===== src/rtl/rate_monitor.sv =====
// Rate monitor: moving average, min/max and link-health FSM over per-window rate samples.
// Optional stall watchdog is built in when RATE_MON_WDOG_EN is defined.
module rate_monitor #(
   parameter int unsigned AVG_LOG2 = 3,
   parameter logic [17:0] LOW_THR  = 18'd9600,
   parameter logic [17:0] HIGH_THR = 18'd19200,
   parameter int unsigned LOST_CNT = 3,
   parameter logic [16:0] WDOG_MAX = 17'd61439
) (
   input  logic        clk,
   input  logic        reset_n,
   input  logic [17:0] d_in,
   input  logic        d_valid,
   input  logic        clr,
   output logic [17:0] avg_out,
   output logic        avg_valid,
   output logic [17:0] min_out,
   output logic [17:0] max_out,
   output logic [1:0]  link_state,
   output logic        alarm,
   output logic        wdog_err
);

   localparam int unsigned SumW = 18 + AVG_LOG2;
   localparam int unsigned ZcW  = $clog2(LOST_CNT + 1);
   localparam logic [ZcW-1:0] ZcMax = ZcW'(LOST_CNT);

   typedef enum logic [1:0] {
      StInit     = 2'd0,
      StOk       = 2'd1,
      StDegraded = 2'd2,
      StLost     = 2'd3
   } state_e;

   logic [17:0]         samp_q [2**AVG_LOG2];
   logic [SumW-1:0]     sum_q, sum_d, sum_base;
   logic [AVG_LOG2:0]   fill_q, fill_d, fill_base;
   logic [AVG_LOG2-1:0] wptr_q, wptr_d, wptr_base;
   logic [ZcW-1:0]      zc_q, zc_d, zc_base;
   logic [17:0]         min_q, min_d, min_base;
   logic [17:0]         max_q, max_d, max_base;
   logic [17:0]         avg_q, avg_d, old_samp;
   logic                avg_valid_q, avg_valid_d;
   logic                alarm_q, alarm_d;
   state_e              state_q, state_d, state_base;
   logic                wdog_trip;

   always_comb begin
      // A clear coincident with a strobe behaves as clear-then-sample.
      sum_base   = clr ? '0 : sum_q;
      fill_base  = clr ? '0 : fill_q;
      wptr_base  = clr ? '0 : wptr_q;
      zc_base    = clr ? '0 : zc_q;
      min_base   = clr ? 18'h3FFFF : min_q;
      max_base   = clr ? 18'h0 : max_q;
      state_base = clr ? StInit : state_q;
      old_samp   = fill_base[AVG_LOG2] ? samp_q[wptr_base] : 18'h0;

      sum_d       = sum_base;
      fill_d      = fill_base;
      wptr_d      = wptr_base;
      zc_d        = zc_base;
      min_d       = min_base;
      max_d       = max_base;
      avg_d       = avg_q;
      avg_valid_d = 1'b0;
      state_d     = state_base;

      if (d_valid) begin
         sum_d       = sum_base + SumW'(d_in) - SumW'(old_samp);
         wptr_d      = wptr_base + 1'b1;
         fill_d      = fill_base[AVG_LOG2] ? fill_base : fill_base + 1'b1;
         min_d       = (d_in < min_base) ? d_in : min_base;
         max_d       = (d_in > max_base) ? d_in : max_base;
         avg_d       = sum_d[SumW-1:AVG_LOG2];
         avg_valid_d = fill_d[AVG_LOG2];
         if (d_in == 18'h0) begin
            zc_d = (zc_base == ZcMax) ? zc_base : zc_base + 1'b1;
         end else begin
            zc_d = '0;
         end

         if (zc_d == ZcMax) begin
            state_d = StLost;
         end else if (state_base == StLost) begin
            state_d = StDegraded;
         end else if (avg_valid_d) begin
            unique case (state_base)
               StInit:     state_d = (avg_d >= HIGH_THR) ? StOk : StDegraded;
               StOk:       state_d = (avg_d < LOW_THR) ? StDegraded : StOk;
               StDegraded: state_d = (avg_d >= HIGH_THR) ? StOk : StDegraded;
               default:    state_d = state_base;
            endcase
         end
      end

      if (wdog_trip) begin
         state_d = StLost;
      end
      alarm_d = (state_d == StLost);
   end

   // Buffer contents need no reset: fill masks stale entries.
   always_ff @(posedge clk) begin
      if (d_valid) begin
         samp_q[wptr_base] <= d_in;
      end
   end

   always_ff @(posedge clk or negedge reset_n) begin
      if (!reset_n) begin
         sum_q       <= '0;
         fill_q      <= '0;
         wptr_q      <= '0;
         zc_q        <= '0;
         min_q       <= 18'h3FFFF;
         max_q       <= 18'h0;
         avg_q       <= 18'h0;
         avg_valid_q <= 1'b0;
         state_q     <= StInit;
         alarm_q     <= 1'b0;
      end else begin
         sum_q       <= sum_d;
         fill_q      <= fill_d;
         wptr_q      <= wptr_d;
         zc_q        <= zc_d;
         min_q       <= min_d;
         max_q       <= max_d;
         avg_q       <= avg_d;
         avg_valid_q <= avg_valid_d;
         state_q     <= state_d;
         alarm_q     <= alarm_d;
      end
   end

`ifdef RATE_MON_WDOG_EN
   logic [16:0] wdog_q, wdog_d;
   logic        wdog_err_q, wdog_err_d;

   // A strobe arriving in the same cycle the limit is reached suppresses the trip.
   assign wdog_trip = !clr && !d_valid && (wdog_q == WDOG_MAX);

   always_comb begin
      if (clr || d_valid) begin
         wdog_d = '0;
      end else if (wdog_q == WDOG_MAX) begin
         wdog_d = wdog_q;
      end else begin
         wdog_d = wdog_q + 1'b1;
      end
      wdog_err_d = clr ? 1'b0 : (wdog_err_q | wdog_trip);
   end

   always_ff @(posedge clk or negedge reset_n) begin
      if (!reset_n) begin
         wdog_q     <= '0;
         wdog_err_q <= 1'b0;
      end else begin
         wdog_q     <= wdog_d;
         wdog_err_q <= wdog_err_d;
      end
   end

   assign wdog_err = wdog_err_q;
`else
   assign wdog_trip = 1'b0;
   assign wdog_err  = 1'b0;
`endif

   assign avg_out    = avg_q;
   assign avg_valid  = avg_valid_q;
   assign min_out    = min_q;
   assign max_out    = max_q;
   assign link_state = state_q;
   assign alarm      = alarm_q;

endmodule


===== config.mk =====
export PLATFORM = sky130hd
export DESIGN_NAME = rate_monitor
export DESIGN_NICKNAME = d
export VERILOG_FILES = /design/src/rtl/rate_monitor.sv
export SDC_FILE = /design/constraint.sdc
export NUM_CORES = 1
export LEC_CHECK = 0
export CAP_MARGIN = 25
export CORE_UTILIZATION = 40
export CTS_BUF_LIST = sky130_fd_sc_hd__clkbuf_8 sky130_fd_sc_hd__clkbuf_16
export CTS_CLUSTER_DIAMETER = 120
export CTS_CLUSTER_SIZE = 24
export DETAILED_ROUTE_END_ITERATION = 12
export GPL_ROUTABILITY_DRIVEN = 0
export PLACE_DENSITY = 0.69
export SLEW_MARGIN = 10
export SYNTH_ARGS = -nofsm -noshare
export SYNTH_HDL_FRONTEND = slang
export SYNTH_SLANG_ARGS = --single-unit

===== constraint.sdc =====
create_clock -name clk -period 10.5 [get_ports clk]
set_clock_uncertainty 0.15 [all_clocks]
set_input_delay 2.625 -clock clk [delete_from_list [all_inputs] [get_ports clk]]
set_output_delay 2.625 -clock clk [all_outputs]
set_load 0.05 [all_outputs]

* Word level (Yosys, flattened, before mapping)
Memory sizes are Yosys's and may differ from the RTL's. Cells that the tools add are included.
Storage, ports and cells: register bits after elaboration 88, memory bits (writable) 144, input port bits 22, memories 1, output and inout port bits 59
Memory list:
- samp_q | words 8, bits a word 18, read ports 1, clocked after memory_dff 0, write ports 1, RTL line 35 | logic [17:0] samp_q [2**AVG_LOG2];
Cells by class: $add $sub $neg 5, reduce and logical (&&, ||, !) cells 3, multiplexer cells 30, magnitude comparators 4, equality and inequality tests 6
Operator list (count):
- two-way mux 18 bit | 7
- two-way mux 21 bit | 2
- two-way mux 2 bit | 12
- adder 21 x 18 -> 21 bit | 1
- subtractor 21 x 18 -> 21 bit | 1
- greater-or-equal comparator 18 x 15 -> 1 bit, second input constant | 1
- > comparator 18 bit | 1
- zero test 18 bit | 1
- less-than comparator 18 x 14 -> 1 bit, second input constant | 1
- less-than comparator 18 bit | 1
- two-way mux 4 bit | 3
- equality test 2 bit, second input constant | 5
- two-way mux 3 bit | 2
- adder 4 x 1 -> 4 bit, second input constant | 1
- case mux 2 bit (2 select lines) | 1
- adder 3 x 1 -> 3 bit, second input constant | 1
- two-way mux 1 bit | 3
- adder 2 x 1 -> 2 bit, second input constant | 1
- equality test 2 x 1 -> 1 bit, second input constant | 1
- zero test 2 bit | 1
- OR reduction 2 bit | 1

* Logic depth before layout (Yosys ltp)
Gate-level depths: netlist of the first run. An unclocked memory read counts as a cell.
depth after elaboration 12, mapped depth 23, mapped depth without buffers 19

* Worst setup path before layout of the first run
No wires, ideal clock.
kind in2reg, start point in clr, end point reg state_q[0] (netlist: link_state[0]), library setup time 0.124 ns, arrival 7.599 ns, stages on the path 20, path slack 2.627 ns, path through clkbuf_1 nand2b_1 clkbuf_1 inv_2 buf_1 mux2i_1 mux4_2 nor2_1 fa_1 inv_1 ha_1 and3_1 a221oi_4 o21ai_2 a2111oi_2 a311oi_1 a21boi_1 o41a_1 or4_1 a211o_1
Between the ends: word-level cells in the longest chain between the ends 11
RTL lines:
- start, declared | RTL line 14 | input logic clr,
- branches (longest 10 deep; another with adder 21 x 18 -> 21 bit)
- two-way mux 2 bit (*) | RTL line 69 | if (d_valid) begin
- via state_d[0] | RTL line 45 | state_e state_q, state_d, state_base;
- end signal, assigned | RTL line 120 | state_q <= StInit;
- end signal, assigned | RTL line 131 | state_q <= state_d;
- end, declared | RTL line 45
Mark *: on every way through the listed nets, which the timed path passes. The select of a mux whose other input is x is not followed. A chain may end at the register's enable or synchronous reset.

* Worst setup path after layout of the first run
Same ends and word-level chain as after synthesis.

==> results of run 1 <==
## kinds of logic (layout without fill, tap and decap cells)
family / count (synthesis) / count (layout) / share of synthesized area, %
and+or+nand+nor: 275 / 275 / 11.6
DFF: 232 / 232 / 56.2
AOI/OAI and AO/OA: 189 / 189 / 10.6
buffers and inverters: 123 / 203 / 4.01
adders and majority gates: 76 / 76 / 9.32
muxes: 71 / 71 / 6.98
xor gates and xnor gates: 17 / 17 / 1.28
other: 1 / 1 / 0.0322
## layout by cell type, fill, tap and decap left out, types with 20 or more instances in the layout
cell	instances
nand2_1	55
edfxtp_1	144
inv_1	85
o21ai_0	60
a21o_1	20
mux2i_1	61
nor2_1	87
a21oi_1	34
dfrtp_1	70
clkdlybuf4s50_1	76
ha_1	58
nand2b_1	45
buf_4	22
## routing by layer
layer | vias up | track usage [%]
li1 | 3654 | -
met1 | 3875 | 26.7
met2 | 218 | 30.8
met3 | 39 | 3.52
met4 | 0 | 5.72
met5 | - | 0
## flip-flops by register name, indices dropped and copies added (netlist names)
register	cells
alarm	1
avg_out	18
avg_valid	1
fill_q	4
link_state	2
max_out	18
min_out	18
samp_q	144
sum_q	21
wptr_q	3
zc_q	2
## worst reg2reg max path, delay by kind of cell, from the launching register on
kind | cells | cell delay, ns
AO/OA/AOI/OAI | 6 | 1.59
XOR/XNOR | 1 | 0.15
adder cells (fa/ha/maj) | 2 | 0.75
buffers and inverters | 2 | 0.44
flip-flops | 1 | 0.34
AND/OR/NAND/NOR | 8 | 2.42
## how the worst max path moves through the flow
| stage | start | to | depth (start not counted) |
|---|---|---|---|
| after global routing | clr | link_state[0] | 20 |
| after global placement | clr | link_state[0] | 19 |
| after detailed placement | clr | link_state[0] | 20 |
| final | clr | link_state[0] | 20 |
| after floorplan | clr | link_state[0] | 20 |
| after CTS | clr | link_state[0] | 19 |
## per-stage QoR
stage	instance area [sq um]	util (%)
after CTS	13300	46.3
after global placement	12900	45.0
final	13300	46.3
after floorplan	11600	-
after detailed placement	12900	45.0
after global routing	13300	46.3
## layout make-up
cell class	count	area, sq um
clock buffer	13	325
clock inverter	9	57.6
fill	2660	15400
inverter	81	304
multi-input combinational	629	4650
sequential	232	6550
tap	384	480
timing repair buffer	100	936
## where the power goes
group	leakage [nW]	internal (W)	switching [W]
clock	0.214	0.000243	0.000288
combinational	2.79	0.000346	0.000612
sequential	2.39	0.00108	0.0000447
total	5.39	0.00167	0.000944
==> out/summary.txt, run 1 <==
Status = complete, no violations
Fin. Hold Viols = 0
Ports = 81
Slew Viols, Final = 0
CTS H-tree depth = 1
Clock tree root buffer cell = clkbuf_16
Drt pass-1 iters = 7
Cts hold-fix bufs = 0
CP required = 10.72 ns
RSZ-0062 raised after global routing = no
Port Buf Inserts = 79
Total wire length = 28600 microns
Setup violators final = 0
Row count = 62
DR iter-0 viols = 566
R2R Setup Slk = 4.53 ns
Worst IR drop on VDD = 0.110 mV
WHS Endpoint = sum_q[20]
Setup TNS = 0 ns
Pleak = 5.39 nW
Maxcap violations = 0
Crit-path most repeated cell = nor2_1
Pin count of the biggest net entering global routing = 76
Final WS setup = 2.63 ns
Post-Syn Instances = 984
CTS Buf Count = 13
Die X = 173 microns
PnR Total Power = 0.00261 W
Syn avg cell area = 11.8 sq um
Detailed Place HPWL = 20000 microns
DRC = 0
First-pass GRT wire length = 44500 microns
Largest cells by area after synthesis = edfxtp_1, dfrtp_1, ha_1
# diodes = 0
CP Class = input pin to register
Placed insts = 1426
Post-DRT Antenna Nets = 0
FF+latch count, synth = 232
Buf+Inv Stages, Crit Path = 3
Clock Pin Slew Worst Setup and Hold Paths = 0.09 ns
Routed vias/inst = 5.38
Hold_sp = sum_q[20]
Initial antenna violation count = 0
Clock Latency Late Sink = 0.50 ns
Dominant synthesized flop cell = edfxtp_1
Post-cts sizing count = 0
M1 WL = 13000 microns
Hold WC Path Type = register to register
Power per cell area = 196 nW/um^2
Total track usage = 19.3%
Place WS = 2.11 ns
Hold Path Cell Cnt = 2
Initial Utilization = 40.6%
Tcrit/Tclk final = 74.9%
Worst R2R Path Depth = 19
R2r startpoint = wptr_q[2]
RR Endpoint = link_state[0]
Number of global-route vias before repair = 7794
Yosys warns = 0
Metal3 WL = 1850 microns
Crit end category = register
Share of cells above drive strength 1 = 7.99%
Fraction of registers with async set/reset = 37.9%
Worst path slowest cell = nor2b_1
Most common library cells after synthesis = edfxtp_1, nor2_1, inv_1, dfrtp_1
Post-synth EDFFs = 144
Met2 Routed Length = 13000 microns
Hold_ws = 0.367 ns
Crit path time final = 7.87 ns
Die Span Y = 173 microns
Synth area leader = edfxtp_1
Maximum clock rate = 0.127 GHz
Sequential-to-total area share from yosys stat = 56.2%
Clock buffer depth = 3
Yosys cell types = 66
CTS tree = done
Grt total ovfl = 0
CTS Sinks = 232
Final net count = 1155
Top Metal Used = met4
Full die area = 29800 sq um
Post-Layout Cell Count = 1448
Crit-path max FO = 71
DR WL/cell = 19.8 microns
Synth Cell Area = 11600 sq um
Share of the synthesized area in the top cell type = 37.1%
Worst path cell trace = buf_2, buf_4, nor2b_1, or2_2, nor2_1, a2111oi_0, nor2_1, nor2_1, fa_1, inv_1, ha_1, and3_1, and4_1, a32o_1, a21o_1, o41ai_2, xnor2_1, o41a_1, or4_1, a211o_1
Syn-to-layout area delta = 14.2%
CP top delay family = simple AND/OR/NAND/NOR gates
Worst-margin pin slew = 0.946 ns
DR vias = 7786
Largest stage delay, worst path = 0.59 ns
Setup Fix Bufs, Post-CTS = 0
Worst rel slew slack = 36.6%
Worst setup SP type = input pin
Most frequent cell after synthesis = edfxtp_1
Syn Nets = 1082
Core box area = 28700 sq um
Worst EP arrival = 8.09 ns
No activity file was read; power rests on OpenSTA's default activity.
==> run 2: changes to the inputs <==
Settings changed: PLACE_DENSITY 0.69 to 0.71.
Clock period 10.5 ns to 6.6 ns, I/O delays scaled along.
==> run 2 against run 1 <==
  * Utilization grew 1.3 points
  * Clock-buffer cell count is the same
  * Hold slack gained 0.0059 ns
  * Register-to-register slack lost 3.3 ns
  * Sequential share of layout area shrank 1.3 points
  * Via count grew 4.2%
  * First-iteration DRC count grew 17%
  * Sequential cell count is the same
  * Critical endpoint unchanged
==> out/summary.txt, run 2 (same netlist as run 1, synthesis figures left out) <==
Top Registers = samp_q x144, sum_q x21
Clock tree root buffer cell = clkbuf_16
Maximum clock rate = 0.164 GHz
Pin count of the biggest net entering global routing = 61
Slew Viols, Final = 0
DRC = 0
Hold_sp = avg_out[12]
DR WL/cell = 19.7 microns
Drt pass-1 iters = 5
Final WS setup = 0.486 ns
CTS Sinks = 232
CP Class = input pin to register
Pleak = 5.62 nW
Maxcap violations = 0
Row count = 62
Setup TNS = 0 ns
Post-cts sizing count = 0
Ports = 81
Number of global-route vias before repair = 8182
Syn-to-layout area delta = 17.3%
Worst IR drop on VDD = 0.150 mV
Top reg by flops = samp_q
DR iter-0 viols = 662
Largest register FFs = 144
R2R Setup Slk = 1.19 ns
Post-Layout Cell Count = 1497
Fill count = 2611
Worst EP arrival = 6.35 ns
Clock Pin Slew Worst Setup and Hold Paths = 0.10 ns
Worst path slowest cell = or4_1
Clock Latency Late Sink = 0.49 ns
Worst R2R Path Depth = 17
Final core occ = 47.6%
Worst rel slew slack = 30.3%
Placed insts = 1474
Worst-margin pin slew = 1.04 ns
WHS Endpoint = avg_out[12]
Port Buf Inserts = 79
Placed cell area = 13300 sq um
Worst path cell trace = buf_2, nand2b_1, inv_2, buf_12, a2111oi_0, nor3_1, fa_1, inv_1, fa_1, a21o_1, a31oi_1, nor4b_1, or4_1, nand4_1, a21boi_1, o41a_1, or4_1, a211o_1
Crit end category = register
CP required = 6.83 ns
Tcrit/Tclk final = 92.6%
CTS Buf Count = 13
Commonest non-fill, non-tap cell in the layout = edfxtp_1
Cts hold-fix bufs = 0
Final net count = 1203
Power per cell area = 311 nW/um^2
R2r startpoint = wptr_q[1]
Total track usage = 19.8%
Full die area = 29800 sq um
Post-DRT Antenna Nets = 0
Fin. Hold Viols = 0
CTS H-tree depth = 1
Initial Utilization = 40.6%
RSZ-0062 raised after global routing = no
Grt total ovfl = 0
DR vias = 8113
Largest stage delay, worst path = 0.55 ns
Routed vias/inst = 5.42
Core box area = 28700 sq um
Crit path time final = 6.11 ns
Total wire length = 29500 microns
CTS tree = done
Final instance area = 13700 sq um
Share of cells above drive strength 1 = 11.9%
Initial antenna violation count = 1
Detailed Place HPWL = 21400 microns
Commonest non-fill, non-tap cells in the layout = edfxtp_1, nor2_1, inv_1
Setup violators final = 0
Die Span Y = 173 microns
Hold Path Cell Cnt = 2
Hold WC Path Type = register to register
Setup Fix Bufs, Post-CTS = 0
Status = complete, no violations
Worst setup SP type = input pin
Crit-path max FO = 21
Die X = 173 microns
Clock buffer depth = 3
First-pass GRT wire length = 46100 microns
Place WS = -0.0144 ns
RR Endpoint = link_state[0]
==> run 2: layout make-up <==
cell class,count,area [sq um],area share [%]
Tap cell,384,480,3.52
Sequential cell,232,6550,47.9
Multi-Input combinational cell,629,4650,34.0
Antenna cell,1,2.50,0.0183
Clock inverter,9,43.8,0.320
Clock buffer,13,325,2.38
Timing Repair Buffer,148,1310,9.58
Inverter,81,304,2.23
==> run 2: worst max-delay path by stage <==
stage / start / endpoint / slack, ns / cells past startpoint
2_1_floorplan: clr / link_state[0] / 0.04 / 22
3_3_place_gp: clr / link_state[0] / 0.05 / 18
3_5_place_dp: clr / link_state[0] / -0.01 / 18
4_1_cts: clr / link_state[0] / 0.51 / 18
5_1_grt: clr / link_state[1] / 0.24 / 18
6_report: clr / link_state[0] / 0.49 / 18
==> run 2: critical path, delay by kind of cell <==
family | cells | cell delay (ns)
fa+ha+maj | 2 | 0.95
buf+inv | 4 | 0.44
simple gates | 6 | 1.70
compound gates | 6 | 1.59
==> run 2: through the flow <==
step / hold slack, ns / total power (W)
2_1_floorplan: 0.315 / 0.00287
3_3_place_gp: 0.335 / 0.00340
3_5_place_dp: 0.358 / 0.00343
4_1_cts: 0.382 / 0.00426
5_1_grt: 0.388 / 0.00445
6_report: 0.373 / 0.00425
==> run 2: power by group <==
group,switching [W],leakage [nW],internal [W]
clock network,0.000469,0.207,0.000368
registers,0.0000746,2.39,0.00171
logic,0.000987,3.02,0.000633
total,0.00153,5.62,0.00271
==> run 2: routing by layer <==
metal / part of all wire, % / track usage, % / wire (microns)
met5: 0 / 0 / 0
met4: 2.6 / 5.83 / 775
met3: 5.5 / 2.24 / 1630
met2: 48 / 33.5 / 14200
met1: 44 / 26.8 / 12900
==> run 3: changes to the inputs <==
--- a/config.mk
+++ b/config.mk
@@ -15,2 +15,3 @@
 export PLACE_DENSITY = 0.71
+export REMOVE_ABC_BUFFERS = 1
 export SLEW_MARGIN = 10
--- a/constraint.sdc
+++ b/constraint.sdc
@@ -4,2 +4,2 @@
 set_output_delay 1.65 -clock clk [all_outputs]
-set_load 0.05 [all_outputs]
+set_load 0.01 [all_outputs]
==> run 3 against run 2 <==
  * Worst setup slack worse by 0.23 ns
  * Final cell count is 0.87% higher
  * Sequential share of layout area is 0.31 points lower
  * Clock-buffer cell count stayed put
  * Hold slack improved by 0.0062 ns
  * Routed wire length grew 2.5%
  * Sequential cell count is the same
  * Clock power shrank 1%
  * Power down 5.1%
  * Sequential power barely moved
  * Critical endpoint unchanged
==> out/summary.txt, run 3 (same netlist as run 1, synthesis figures left out) <==
Die Span Y = 173 microns
Setup Fix Bufs, Post-CTS = 0
Clock tree root buffer cell = clkbuf_16
Fin. Hold Viols = 0
Drt pass-1 iters = 5
Maxcap violations = 0
Fill count = 2608
Worst R2R Path Depth = 19
Status = complete, no violations
RSZ-0062 raised after global routing = no
Initial antenna violation count = 1
Detailed Place HPWL = 21900 microns
Clock buffer depth = 3
CTS Sinks = 232
CP Depth = 21
DR iter-0 viols = 806
Worst rel slew slack = 44.9%
Crit end category = register
Worst EP arrival = 6.57 ns
Worst IR drop on VDD = 0.150 mV
Number of global-route vias before repair = 8263
CTS tree = done
Worst-margin pin slew = 0.824 ns
Worst setup SP type = input pin
Tcrit/Tclk final = 96.2%
Syn-to-layout area delta = 18.1%
Setup violators final = 0
Commonest non-fill, non-tap cells in the layout = edfxtp_1, nor2_1, inv_1
PnR Total Power = 0.00403 W
Final instance area = 13800 sq um
Full die area = 29800 sq um
Top Registers = samp_q x144, sum_q x21
CP top delay family = simple AND/OR/NAND/NOR gates
Hold_ws = 0.379 ns
Hold WC Path Type = register to register
Cts hold-fix bufs = 0
Crit path time final = 6.35 ns
Worst path slowest cell = or4b_1
Largest register FFs = 144
Post-cts sizing count = 0
Final net count = 1218
CTS H-tree depth = 1
DR vias = 8147
Grt total ovfl = 0
First-pass GRT wire length = 47300 microns
Place WS = -0.193 ns
CP Class = input pin to register
Clock Latency Late Sink = 0.48 ns
Pin count of the biggest net entering global routing = 64
Final WS setup = 0.254 ns
Clock Pin Slew Worst Setup and Hold Paths = 0.10 ns
Total wire length = 30200 microns
# diodes = 0
DR WL/cell = 20.0 microns
Placed insts = 1489
Post-DRT Antenna Nets = 0
Buf+Inv Stages, Crit Path = 5
Worst path cell trace = buf_2, nand2b_1, inv_2, buf_4, nand2_1, nand3_1, a21oi_1, nor3_1, buf_4, fa_1, inv_1, ha_1, a21o_1, a221oi_4, nor4_1, or4b_1, a31o_2, a21oi_1, xor2_1, or4_1, a211o_1
Hold Path Cell Cnt = 2
Die X = 173 microns
Maximum clock rate = 0.158 GHz
CP required = 6.82 ns
Power per cell area = 293 nW/um^2
Routed vias/inst = 5.40
Port Buf Inserts = 79
Ports = 81
Crit-path max FO = 13
Core box area = 28700 sq um
CTS Buf Count = 13
Total track usage = 20.4%
Post-Layout Cell Count = 1510
Initial Utilization = 40.6%
Slew Viols, Final = 0
Row count = 62
Share of cells above drive strength 1 = 13.0%
Commonest non-fill, non-tap cell in the layout = edfxtp_1
Top reg by flops = samp_q
Largest stage delay, worst path = 0.57 ns
Pleak = 5.68 nW
Placed cell area = 13400 sq um
DRC = 0
run 3: routing by layer:
metal	wire length [microns]	part of all wire [%]	GRT usage, %	vias up
met3	1840	6.1	3.34	40
li1	-	-	-	3786
met4	672	2.2	4.83	2
met5	12	0.040	0	-
met1	13300	44	28.0	4042
met2	14300	47	34.0	277
run 3: area by class of cell:
cell class | instances | area [sq um] | area share [%]
Clock buffer | 13 | 325 | 2.37
Clock inverter | 8 | 35.0 | 0.255
Sequential cell | 232 | 6550 | 47.6
Tap cell | 384 | 480 | 3.49
Timing Repair Buffer | 163 | 1410 | 10.2
Inverter | 81 | 304 | 2.21
Multi-Input combinational cell | 629 | 4650 | 33.8
run 3: report_power, final:
group | total (W) | internal (W) | switching, W
sequential | 0.00179 | 0.00171 | 0.0000776
clock | 0.000825 | 0.000364 | 0.000460
combinational | 0.00141 | 0.000670 | 0.000743
run 3: final timing paths:
| kind | from | endpoint | slack [ns] |
|---|---|---|---|
| worst min-delay path | avg_out[2] | avg_out[2] | 0.38 |
| worst min register to register | avg_out[2] | avg_out[2] | 0.38 |
| max in group asynchronous | reset_n | fill_q[2] | 4.24 |
| worst max-delay path | clr | link_state[0] | 0.25 |
| worst max register to register | wptr_q[2] | link_state[0] | 0.92 |
| min in group asynchronous | reset_n | avg_out[0] | 1.01 |
run 3: worst reg2reg max path: cells and delay by family, from the launching register on:
family / cells / cell delay, ns
AOI/OAI and AO/OA: 5 / 1.27
xor gates and xnor gates: 1 / 0.10
adders and majority gates: 2 / 0.73
buffers and inverters: 3 / 0.65
DFF: 1 / 0.34
and+or+nand+nor: 8 / 2.34
run 3: stage by stage:
step	util, %	TNS (ns)
after floorplan	-	-0.514
after global routing	47.9	0
final	47.9	0
after detailed placement	46.7	-0.331
after global placement	46.7	-0.118
after CTS	47.9	0
